File: src/rtl/counter_ctrl.sv
// ---------------------------------------------------------------------------
// counter_ctrl
//   Run/stop/clear controlled event counter for a 4-digit FND display path.
//   Three asynchronous button levels are synchronized, edge-detected and fed
//   to an IDLE/RUN/PAUSE state machine. A prescaler divides i_clk by TICK_DIV
//   while running; each prescaler terminal count is a tick that steps the
//   counter through 0..MAX_COUNT with wrap-around.
//
//   Optional feature macro: COUNTER_CTRL_DOWN_EN
//     When defined, adds input i_down; a tick taken while i_down is high
//     decrements the counter (0 wraps to MAX_COUNT). When undefined the
//     port is absent and counting is up-only.
//
// Parameters
//   TICK_DIV   i_clk cycles per count step (>= 2)
//   MAX_COUNT  terminal count value (must fit in 14 bits)
//
// Ports
//   i_clk      system clock, rising edge
//   i_reset    asynchronous active-high reset
//   i_run      asynchronous level, rising edge = run command
//   i_stop     asynchronous level, rising edge = stop command
//   i_clear    asynchronous level, rising edge = clear command
//   i_down     (COUNTER_CTRL_DOWN_EN only) count direction, 1 = down
//   o_counter  current count value, 0..MAX_COUNT
//   o_running  high while the state is RUN
//   o_tick     one-cycle pulse on the cycle a count step is due
//   o_wrap     one-cycle pulse coincident with the wrapped counter value
// ---------------------------------------------------------------------------
module counter_ctrl #(
  parameter int TICK_DIV  = 100000000,
  parameter int MAX_COUNT = 9999
) (
  input  logic        i_clk,
  input  logic        i_reset,
  input  logic        i_run,
  input  logic        i_stop,
  input  logic        i_clear,
`ifdef COUNTER_CTRL_DOWN_EN
  input  logic        i_down,
`endif
  output logic [13:0] o_counter,
  output logic        o_running,
  output logic        o_tick,
  output logic        o_wrap
);

  localparam int          PW         = $clog2(TICK_DIV);
  localparam logic [PW-1:0] PRESC_LAST = PW'(TICK_DIV - 1);
  localparam logic [PW-1:0] PRESC_ZERO = PW'(0);
  localparam logic [PW-1:0] PRESC_ONE  = PW'(1);
  localparam logic [13:0] COUNT_MAX  = 14'(MAX_COUNT);

  // Command bit positions inside the synchronizer vectors.
  localparam int CMD_RUN   = 0;
  localparam int CMD_STOP  = 1;
  localparam int CMD_CLEAR = 2;

  typedef enum logic [1:0] {
    ST_IDLE  = 2'd0,
    ST_RUN   = 2'd1,
    ST_PAUSE = 2'd2
  } state_t;

  // -------------------------------------------------------------------------
  // Input conditioning
  // -------------------------------------------------------------------------
  logic [2:0] sync1_r;
  logic [2:0] sync2_r;
  logic [2:0] edge_r;
  logic [1:0] arm_cnt_r;
  logic       armed_s;
  logic [2:0] cmd_s;
  logic       run_cmd_s;
  logic       stop_cmd_s;
  logic       clear_cmd_s;
  logic       down_s;

  // Two-flop synchronizer for the three command buttons.
  always_ff @(posedge i_clk or posedge i_reset) begin
    if (i_reset) begin
      sync1_r <= 3'b000;
      sync2_r <= 3'b000;
    end else begin
      sync1_r <= {i_clear, i_stop, i_run};
      sync2_r <= sync1_r;
    end
  end

  // Edge-detect history: previous synchronized level of each button.
  always_ff @(posedge i_clk or posedge i_reset) begin
    if (i_reset) begin
      edge_r <= 3'b000;
    end else begin
      edge_r <= sync2_r;
    end
  end

  // Post-reset arming counter. The synchronizer restarts from zero, so a
  // button held through reset release would look like a fresh rising edge
  // while it propagates. Commands stay masked until the edge history has
  // loaded the settled synchronizer output.
  always_ff @(posedge i_clk or posedge i_reset) begin
    if (i_reset) begin
      arm_cnt_r <= 2'd0;
    end else if (arm_cnt_r != 2'd3) begin
      arm_cnt_r <= arm_cnt_r + 2'd1;
    end else begin
      arm_cnt_r <= 2'd3;
    end
  end

  assign armed_s     = (arm_cnt_r == 2'd3);
  assign cmd_s       = sync2_r & ~edge_r & {3{armed_s}};
  assign run_cmd_s   = cmd_s[CMD_RUN];
  assign stop_cmd_s  = cmd_s[CMD_STOP];
  assign clear_cmd_s = cmd_s[CMD_CLEAR];

`ifdef COUNTER_CTRL_DOWN_EN
  logic down_sync1_r;
  logic down_sync2_r;

  // Two-flop synchronizer for the direction level (sampled per tick, no edge).
  always_ff @(posedge i_clk or posedge i_reset) begin
    if (i_reset) begin
      down_sync1_r <= 1'b0;
      down_sync2_r <= 1'b0;
    end else begin
      down_sync1_r <= i_down;
      down_sync2_r <= down_sync1_r;
    end
  end

  assign down_s = down_sync2_r;
`else
  assign down_s = 1'b0;
`endif

  // -------------------------------------------------------------------------
  // State machine
  // -------------------------------------------------------------------------
  state_t        state_r;
  state_t        next_state_s;
  logic [PW-1:0] presc_r;
  logic [13:0]   counter_r;
  logic          running_r;
  logic          tick_r;
  logic          wrap_r;

  logic [PW-1:0] presc_next_s;
  logic [13:0]   counter_next_s;
  logic          step_s;
  logic          wrap_next_s;
  logic          tick_next_s;
  logic          running_next_s;

  // State register.
  always_ff @(posedge i_clk or posedge i_reset) begin
    if (i_reset) begin
      state_r <= ST_IDLE;
    end else begin
      state_r <= next_state_s;
    end
  end

  // Next-state decode; only the highest-priority command (clear > stop > run)
  // is considered, lower-priority commands in the same cycle are dropped.
  always_comb begin
    next_state_s = state_r;
    if (clear_cmd_s) begin
      next_state_s = ST_IDLE;
    end else if (stop_cmd_s) begin
      case (state_r)
        ST_RUN:  next_state_s = ST_PAUSE;
        default: next_state_s = state_r;
      endcase
    end else if (run_cmd_s) begin
      case (state_r)
        ST_IDLE:  next_state_s = ST_RUN;
        ST_PAUSE: next_state_s = ST_RUN;
        default:  next_state_s = state_r;
      endcase
    end else begin
      next_state_s = state_r;
    end
  end

  // Datapath decode: prescaler, count step, and next values of the outputs.
  always_comb begin
    presc_next_s   = presc_r;
    counter_next_s = counter_r;
    wrap_next_s    = 1'b0;

    // A stop or clear landing on the tick cycle cancels the step.
    step_s = (state_r == ST_RUN) && (presc_r == PRESC_LAST) &&
             !stop_cmd_s && !clear_cmd_s;

    // Prescaler: zero in IDLE, free-run in RUN, hold otherwise (PAUSE, and
    // the stop edge itself so a resume finishes the partial prescale).
    if (next_state_s == ST_IDLE) begin
      presc_next_s = PRESC_ZERO;
    end else if ((state_r == ST_RUN) && (next_state_s == ST_RUN)) begin
      if (presc_r >= PRESC_LAST) begin
        presc_next_s = PRESC_ZERO;
      end else begin
        presc_next_s = presc_r + PRESC_ONE;
      end
    end else begin
      presc_next_s = presc_r;
    end

    // Counter: range-checked with >= / == so it can never leave 0..MAX.
    if (next_state_s == ST_IDLE) begin
      counter_next_s = 14'd0;
    end else if (step_s) begin
      if (down_s) begin
        if ((counter_r == 14'd0) || (counter_r > COUNT_MAX)) begin
          counter_next_s = COUNT_MAX;
          wrap_next_s    = 1'b1;
        end else begin
          counter_next_s = counter_r - 14'd1;
        end
      end else begin
        if (counter_r >= COUNT_MAX) begin
          counter_next_s = 14'd0;
          wrap_next_s    = 1'b1;
        end else begin
          counter_next_s = counter_r + 14'd1;
        end
      end
    end else begin
      counter_next_s = counter_r;
    end

    // Outputs are registered from next-state values so they line up with
    // the state and prescaler they describe.
    running_next_s = (next_state_s == ST_RUN);
    tick_next_s    = (next_state_s == ST_RUN) && (presc_next_s == PRESC_LAST);
  end

  // Prescaler and counter registers.
  always_ff @(posedge i_clk or posedge i_reset) begin
    if (i_reset) begin
      presc_r   <= PRESC_ZERO;
      counter_r <= 14'd0;
    end else begin
      presc_r   <= presc_next_s;
      counter_r <= counter_next_s;
    end
  end

  // Registered status outputs.
  always_ff @(posedge i_clk or posedge i_reset) begin
    if (i_reset) begin
      running_r <= 1'b0;
      tick_r    <= 1'b0;
      wrap_r    <= 1'b0;
    end else begin
      running_r <= running_next_s;
      tick_r    <= tick_next_s;
      wrap_r    <= wrap_next_s;
    end
  end

  assign o_counter = counter_r;
  assign o_running = running_r;
  assign o_tick    = tick_r;
  assign o_wrap    = wrap_r;

endmodule

File: config.mk
export PLATFORM = sky130hd
export DESIGN_NAME = counter_ctrl
export DESIGN_NICKNAME = d
export VERILOG_FILES = /design/src/rtl/counter_ctrl.sv
export SDC_FILE = /design/constraint.sdc
export NUM_CORES = 1
export LEC_CHECK = 0
export CORE_MARGIN = 2
export CORE_UTILIZATION = 58
export DETAILED_ROUTE_END_ITERATION = 6
export PLACE_DENSITY_LB_ADDON = 0.05
export REMOVE_ABC_BUFFERS = 1
export SETUP_SLACK_MARGIN = 0.4
export SYNTH_ARGS = -nofsm -noshare
export SYNTH_HDL_FRONTEND = slang
export SYNTH_SLANG_ARGS = --single-unit
File: constraint.sdc
create_clock -name i_clk -period 2.9 [get_ports i_clk]
set_input_delay 0.29 -clock i_clk [delete_from_list [all_inputs] [get_ports i_clk]]
set_output_delay 0.29 -clock i_clk [all_outputs]
set_load 0.02 [all_outputs]
* Word level (Yosys, flattened, before mapping)
Index checks and enable logic that the tools add are counted.
** Word-level totals
- Register bits after elaboration :: 57
- Input port bits :: 5
- Logic and storage cells :: 51
** Cells by class
- Add/sub/neg operators :: 3
- $lt $le $gt $ge :: 2
- Equal/unequal tests :: 7
- Multiplexer cells :: 15
- Bitwise operators :: 3
- Reduce and logical (&&, ||, !) cells :: 11
** Operator list (number)
- 27-bit 2-to-1 mux :: 3
- 27-bit == test (second input constant) :: 2
- 14-bit 2-to-1 mux :: 3
- 27-bit by 1-bit adder with 27-bit output (second input constant) :: 1
- 27-bit >= comparator (second input constant) :: 1
- 14-bit by 1-bit adder with 14-bit output (second input constant) :: 1
- 14-bit >= comparator (second input constant) :: 1
- 2-bit 2-to-1 mux :: 6
- 3-bit bitwise AND :: 2
- 1-bit logical AND :: 5
- 2-bit by 1-bit == test with 1-bit output (second input constant) :: 2
- 2-bit == test (second input constant) :: 2
- 2-bit zero test :: 2
- 1-bit 2-to-1 mux :: 3
- 3-bit NOT :: 1
- 2-bit by 1-bit adder with 2-bit output (second input constant) :: 1
- 1-bit zero test :: 2
- 2-bit != test (second input constant) :: 1
- 2-bit nonzero test :: 1
- 2-bit OR reduction :: 1

* Logic depth before layout (Yosys ltp)
Gate-level depths: netlist of the first run.
- Depth in word-level cells :: 12
- Mapped depth :: 8
- Gate-level depth less buffers :: 7

* Least setup slack after synthesis of the first run
Ideal clock, no wire load.
- Path type :: reg-to-reg
- Start :: register presc_r[9]
- End :: register tick_r, in the netlist o_tick
- Data arrival time :: 2300 ps
- Path slack :: 504 ps
- Stages on the path, launching flop included :: 7
- Path buffers :: 0
- Clock period less this slack :: 2396 ps
- Path through :: dfrtp_1 -> or4_1 -> or3_1 -> o211ai_2 -> nand3_4 -> or4_1 -> nor4_2
** Between the ends
- Word-level cells in the longest chain between the ends :: 6
- Elaborated cells on any way between the ends :: 7
- Classes of those cells :: add/sub (1); order compare (1); eq/ne (1); mux (3); reduce/logical (1)
** RTL lines
- start, declared :: line 144 : logic [PW-1:0] presc_r;
- start signal, assigned :: line 247 : presc_r <= presc_next_s;
- 27-bit by 1-bit adder with 27-bit output or 27-bit >= comparator (tied branches) :: line 206, 203
- 27-bit 2-to-1 mux :: line 203 : if (presc_r >= PRESC_LAST) begin
- 27-bit 2-to-1 mux * :: line 202 : end else if ((state_r == ST_RUN) && (next_state_s == ST_RUN)) begin
- 27-bit 2-to-1 mux * :: line 200 : if (next_state_s == ST_IDLE) begin
- 27-bit == test * :: line 238 : tick_next_s = (next_state_s == ST_RUN) && (presc_next_s == PRESC_LAST);
- 1-bit logical AND * :: line 238
- via tick_next_s :: line 154 : logic tick_next_s;
- end signal, assigned :: line 260 : tick_r <= tick_next_s;
- end, declared :: line 147 : logic tick_r;
The timed path passes the listed nets; every way through them passes the cells marked *.
A chain may end at the register's enable or synchronous reset.

* Worst setup path in the final report of the first run
Same ends and word-level chain as after synthesis.

==> key figures, run 1 <==
Finish
  • Diodes inserted: 0
  • Commonest non-fill, non-tap cell in the layout: dfrtp_1
  • Footprint of the multi-input gates: 1620 µm²
  • Seq. cell area: 1430 µm²
  • Layout cell share with drive strength beyond 1: 14.7%
  • Layout fillers: 379
  • Post-layout util: 73.8%
  • Fin area: 3770 µm²
  • Commonest cells after routing, fill and taps aside: 56 x dfrtp_1, 47 x nor2_1, 24 x nand2_1, 23 x xnor2_1
  • Area delta synth->final: 23.1%
  • Fin nets: 375

Clocking
  • Cts bufs inserted: 9
  • Clock Sinks: 57
  • CTS tree: built
  • Clock Latency Late Sink: 0.34 ns
  • Clock Path Buffers: 2
  • Hold-fix buffers, CTS: 0
  • CTS Root Cell: clkbuf_8
  • Clock transition at path regs: 0.07 ns
  • CTS HTree Levels: 3

Global route
  • Vias in the first global route: 2510
  • First-pass GRT wire length: 11900 µm
  • Antenna violations before repair: 0
  • Gr ovfl total: 0
  • Largest net degree at the start of global routing: 28
  • Tot GR Track Use: 25.5%

Logic synthesis
  • Number of synthesis warnings: 0
  • Sequential fraction of the synthesis area: 46.6%
  • Unique masters post-synth: 52
  • Yosys reg bits: 57
  • Async SR Flop Fraction: 100%
  • Syn Inst Count: 326
  • Post-synth EDFFs: 0
  • Syn_area_per_cell: 9.40 µm²
  • Cell Area, Synth: 3060 µm²
  • Synth Flop Type: dfrtp_1

Floorplanning
  • Die area: 5880 µm²
  • Die height: 76.7 µm
  • Die X: 76.7 µm
  • Core Area: 5110 µm²
  • # rows: 26
  • Initial Utilization: 60.0%
  • IO Count: 22

Worst setup path
  • CP endpoint: o_tick$_DFF_PP0_
  • Worst R2R Path Depth: 6
  • Worst setup EP type: flip-flop
  • CP Launch Type: flip-flop
  • R2r setup slk: 0.53 ns
  • Max FO, Critical Path: 5
  • Critical Path Start: presc_r[9]$_DFF_PP0_
  • Required @ worst endpoint: 3.15 ns
  • Worst r2r src: presc_r[9]$_DFF_PP0_
  • Setup CP Type: flip-flop to flip-flop
  • Worst path arrival time: 2.62 ns
  • FF-to-FF End: o_tick$_DFF_PP0_

Routing
  • DR vias: 2641
  • Iter 0 DRT Violations: 193
  • Via density: 5.96
  • Drt total wl: 7160 µm
  • WL/cell: 16.2 µm
  • 1st-pass router iterations: 4
  • DRC: 0
  • Post-DRT Antenna Nets: 0

Place
  • Detailed Place HPWL: 4680 µm
  • RePlAce Congestion: 0.874
  • PortBufs: 21
  • Placed cell area: 3400 µm²

Flow run
  • # Max-Cap Violations: 0

Timing
  • Total Neg Setup Slack: 0 ns
  • RSZ-0062 raised after global routing: false
  • Final period utilization: 81.7%
  • Final hold viol count: 0
  • Minimum clock period: 2.37 ns
  • Worst Hold Margin: 0.314 ns
  • Final number of setup-violating endpoints: 0
  • Clk_skew: 0.00941 ns
  • Slew HR: 41.4%
  • FMAX: 422 MHz
  • Worst-margin pin slew: 0.869 ns
  • Max-slew violation count: 0

Outcome
  • Status: completed

Pwr
  • Pleak: 1.46 nW
  • Pwr dens: 468 nW/µm²
  • Worst vdd ir: 0.000492 V

Hold path
  • HP Class: input port to asynchronous set/reset pin
## repair_timing
item	in CTS	in global routing
setup endpoints to repair	0	15
resized for setup	0	15
buffers inserted	0	10
## synth_stat cells, types with 4 or more instances
cell type	number	share of area [%]
dfrtp_1	57	47
nor2_1	48	5.9
nand2_1	24	2.9
xnor2_1	23	6.6
nand4_1	19	3.9
nand3_1	18	2.9
xor2_1	11	3.1
a211oi_1	10	2.5
inv_1	10	1.2
a21oi_1	9	1.5
nor3_1	8	1.3
clkbuf_1	7	0.86
o21ai_0	6	0.98
nand2b_1	5	1.0
nor4_1	5	1.0
nand3b_1	4	0.98
nor2b_1	4	0.82
or3_1	4	0.82
## worst min-delay path by stage
stage                                     from                        to  slack, ns  depth (start not counted)
after CTS                              i_reset  o_counter[5]$_DFFE_PP0P_       0.32                          2
after global routing                   i_reset  o_counter[6]$_DFFE_PP0P_       0.35                          2
after detailed placement  sync1_r[1]$_DFF_PP0_      sync2_r[1]$_DFF_PP0_       0.34                          0
after global placement    sync1_r[1]$_DFF_PP0_      sync2_r[1]$_DFF_PP0_       0.34                          0
final                                  i_reset  o_counter[5]$_DFFE_PP0P_       0.31                          2
after floorplan                          i_run      sync1_r[0]$_DFF_PP0_       0.32                          0
## flip-flops by register name, indices dropped and copies added, names as in the netlist
name       cells
presc_r       27
o_counter     14
edge_r         3
sync1_r        3
sync2_r        3
arm_cnt_r      2
state_r        2
o_running      1
o_tick         1
o_wrap         1
## report_power, final
group	total [mW]	switching, mW	internal (mW)	leakage [nW]
registers	0.814	0.00827	0.806	0.761
clock network	0.840	0.349	0.490	0.106
logic	0.111	0.0752	0.0357	0.592
## worst max-delay path, cell delays in order (launching register included)
cell and delay [ns]:
dfrtp_2 0.44, or4_4 0.53, or3_4 0.40, o211ai_4 0.19
nand3_4 0.08, or4_4 0.43, nor4_4 0.21
## cell families after synthesis
family          synth area share [%]
flops                           46.6
xor+xnor                        9.72
compound gates                  10.3
fa+ha+maj                      0.817
mux                            0.327
simple gates                    29.6
buf+inv                         2.70
## per-stage QoR
step / cells / power [mW] / setup WS (ns)
floorplan: 315 / 0.890 / 0.349
global placement: 417 / 0.936 / 0.500
detailed placement: 417 / 0.937 / 0.377
CTS: 433 / 1.78 / 0.409
global route: 443 / 1.83 / 0.384
finish: 443 / 1.76 / 0.530
## final cells by class
| class | instances | area share [%] |
|---|---|---|
| Inverter | 10 | 0.996 |
| Tap cell | 70 | 2.32 |
| Timing Repair Buffer | 42 | 9.76 |
| Clock buffer | 9 | 3.29 |
| Multi-Input combinational cell | 248 | 43.1 |
| Clock inverter | 7 | 2.69 |
| Sequential cell | 57 | 37.9 |
## per-layer routing
metal / vias up / GRT usage (%) / wire [µm] / share of wire (%)
met5: - / 0 / 0 / 0
met4: 0 / 9.82 / 172 / 2.4
met3: 18 / 5.53 / 414 / 5.8
met2: 84 / 41.4 / 3520 / 49
met1: 1275 / 33.7 / 3050 / 43
li1: 1264 / - / - / -
Power figures use the tool's default switching activity.
==> run 2, diff against run 1 <==
- CORE_UTILIZATION: 58 -> 53
- clock period: 2.9 -> 2.1 ns (I/O delays scaled with it)
==> run 2 against run 1 <==
The run now ends with setup timing left; routed wire length up 16%; count of clock-buffer cells in the layout up 1; first-iteration DRC count unchanged; maximum frequency up 0.21%; clock power up 61%; via count up 11%; die area up 8.9%; critical path type unchanged; largest cell class unchanged.
==> key figures, run 2 (same netlist as run 1, synthesis figures left out) <==
Outcome
  • Status: finished, violations left
  • Failing checks: setup timing

Global route
  • First-pass GRT wire length: 12800 µm (+7.2%)
  • Gr ovfl total: 0 (unchanged)
  • Antenna violations before repair: 0 (unchanged)
  • Vias in the first global route: 2751 (+9.6%)
  • Largest net degree at the start of global routing: 37 (+32%)
  • Tot GR Track Use: 26.1% (+0.57 points)

Floorplanning
  • Die area: 6400 µm² (+8.9%)
  • Initial Utilization: 55.3% (-4.7 points)
  • IO Count: 22 (unchanged)
  • # rows: 27 (+3.8%)
  • Die X: 80.0 µm (+4.4%)
  • Die height: 80.0 µm (+4.4%)
  • Core Area: 5540 µm² (+8.5%)

Worst setup path
  • FF-to-FF End: o_tick$_DFF_PP0_
  • Required @ worst endpoint: 2.34 ns (-0.81 ns)
  • Critical Path Start: presc_r[7]$_DFF_PP0_
  • Crit path largest cell delay: 0.37 ns (-0.16 ns)
  • CP cell instances: nand4_1, buf_4, nor4_1, buf_4, a32oi_1, o22ai_1, nand4bb_1, nor4_4
  • CP endpoint: o_tick$_DFF_PP0_
  • CP Launch Type: flip-flop
  • Worst setup EP type: flip-flop
  • Worst path slowest cell: dfrtp_1
  • Most used cell, CP: buf_4
  • Worst path arrival time: 2.61 ns (about the same)
  • Worst R2R Path Depth: 8 (+2)
  • R2r setup slk: -0.27 ns (-0.79 ns)
  • Worst r2r src: presc_r[7]$_DFF_PP0_
  • Max FO, Critical Path: 6 (+1)
  • Setup CP Type: flip-flop to flip-flop

Routing
  • 1st-pass router iterations: 4 (unchanged)
  • WL/cell: 16.9 µm (+4.6%)
  • Via density: 5.97 (about the same)
  • Iter 0 DRT Violations: 193 (unchanged)
  • Post-DRT Antenna Nets: 0 (unchanged)
  • DR vias: 2930 (+11%)
  • DRC: 0 (unchanged)
  • Drt total wl: 8300 µm (+16%)

Clocking
  • CTS Root Cell: clkbuf_8
  • Clock Sinks: 57 (unchanged)
  • Clock transition at path regs: 0.07 ns (about the same)
  • Cts bufs inserted: 9 (unchanged)
  • Clock Path Buffers: 2 (unchanged)
  • Clock Latency Late Sink: 0.34 ns (about the same)
  • CTS HTree Levels: 3 (unchanged)
  • CTS tree: built

Finish
  • Max reg flops: 27 (unchanged)
  • Area delta synth->final: 44.9%
  • Fin nets: 421 (+12%)
  • Diodes inserted: 0 (unchanged)
  • Seq. cell area: 1430 µm² (about the same)
  • Largest reg by FF count: presc_r
  • Post-layout util: 80.1% (+6.3 points)
  • Footprint of the multi-input gates: 1830 µm² (+13%)
  • Layout fillers: 339 (-11%)
  • Commonest cells after routing, fill and taps aside: 57 x dfrtp_1, 57 x buf_4, 32 x nor2_1, 24 x nand2_1, 20 x xnor2_1
  • Layout cell share with drive strength beyond 1: 32.7% (+18 points)

Hold path
  • HP Class: input port to asynchronous set/reset pin

Timing
  • Clk_skew: 0.00876 ns (-0.000651 ns)
  • Final number of setup-violating endpoints: 16 (+16)
  • Final period utilization: 113% (+31 points)
  • FMAX: 423 MHz (+0.21%)
  • RSZ-0062 raised after global routing: true
  • Setup ws final: -0.265 ns (-0.795 ns)
  • Total Neg Setup Slack: -2.38 ns (-2.38 ns)
  • Minimum clock period: 2.37 ns (-0.00506 ns)
  • Max-slew violation count: 0 (unchanged)
  • Worst Hold Margin: 0.208 ns (-0.106 ns)
  • Worst-margin pin slew: 0.548 ns (-0.321 ns)
  • Final hold viol count: 0 (unchanged)
  • Slew HR: 63.3% (+22 points)

Place
  • RePlAce Congestion: 0.900 (+2.9%)
  • Detailed Place HPWL: 5370 µm (+15%)
  • PortBufs: 21 (unchanged)

Flow run
  • # Max-Cap Violations: 0 (unchanged)

Pwr
  • Pleak: 1.81 nW (+24%)
  • Pwr dens: 613 nW/µm² (+31%)
  • Worst vdd ir: 0.000546 V (+11%)
  • Pwr Total: 2.72 mW (+54%)
[run 2: worst max-delay path, delay by kind of cell, from the launching register on]
family                 cells  cell delay (ns)
buffers and inverters      2             0.47
flip-flops                 1             0.37
AND/OR/NAND/NOR            4             1.07
AO/OA/AOI/OAI              2             0.35
[run 2: metal layers]
layer,track usage [%],wire [µm],vias up
li1,-,-,1354
met1,31.9,3370,1441
met2,42.3,4160,105
met3,8.14,541,30
met4,11.5,234,0
met5,0,0,-
[run 2: repair_timing]
item                                    CTS  global route
endpoints found under the setup margin   43            45
pin swaps                                 5            19
buffers inserted                          2             6
resized for setup                        15            65
hold buffers                              0             0
cloned                                    0             2
[run 2: power breakdown]
group	leakage [nW]	internal [mW]	switching, mW	total [mW]
logic	0.917	0.105	0.147	0.253
clock network	0.130	0.904	0.444	1.35
registers	0.763	1.11	0.00848	1.12
total	1.81	2.12	0.600	2.72
[run 2: final cells by class]
class	instances	share of cell area, %
repair buffers	88	17.9
clock buffers	10	2.87
inverters	10	0.846
well taps	72	2.03
flip-flops and latches	57	32.1
clock inverters	6	2.93
multi-input cells	248	41.3
[run 2: worst min path at each step]
stage / startpoint / to / depth (start not counted)
global placement: sync1_r[2]$_DFF_PP0_ / sync2_r[2]$_DFF_PP0_ / 0
global route: i_reset / arm_cnt_r[0]$_DFF_PP0_ / 2
detailed placement: sync1_r[1]$_DFF_PP0_ / sync2_r[1]$_DFF_PP0_ / 0
CTS: i_reset / arm_cnt_r[1]$_DFF_PP0_ / 2
floorplan: i_run / sync1_r[0]$_DFF_PP0_ / 0
finish: i_reset / arm_cnt_r[1]$_DFF_PP0_ / 2
[run 2: through the flow]
step | cell area [µm²] | instances | worst slack, ns
floorplan | 3020 | 315 | -0.451
global placement | 3760 | 465 | -0.249
detailed placement | 3760 | 465 | -0.335
CTS | 4100 | 483 | -0.251
global route | 4440 | 491 | -0.301
finish | 4440 | 491 | -0.265
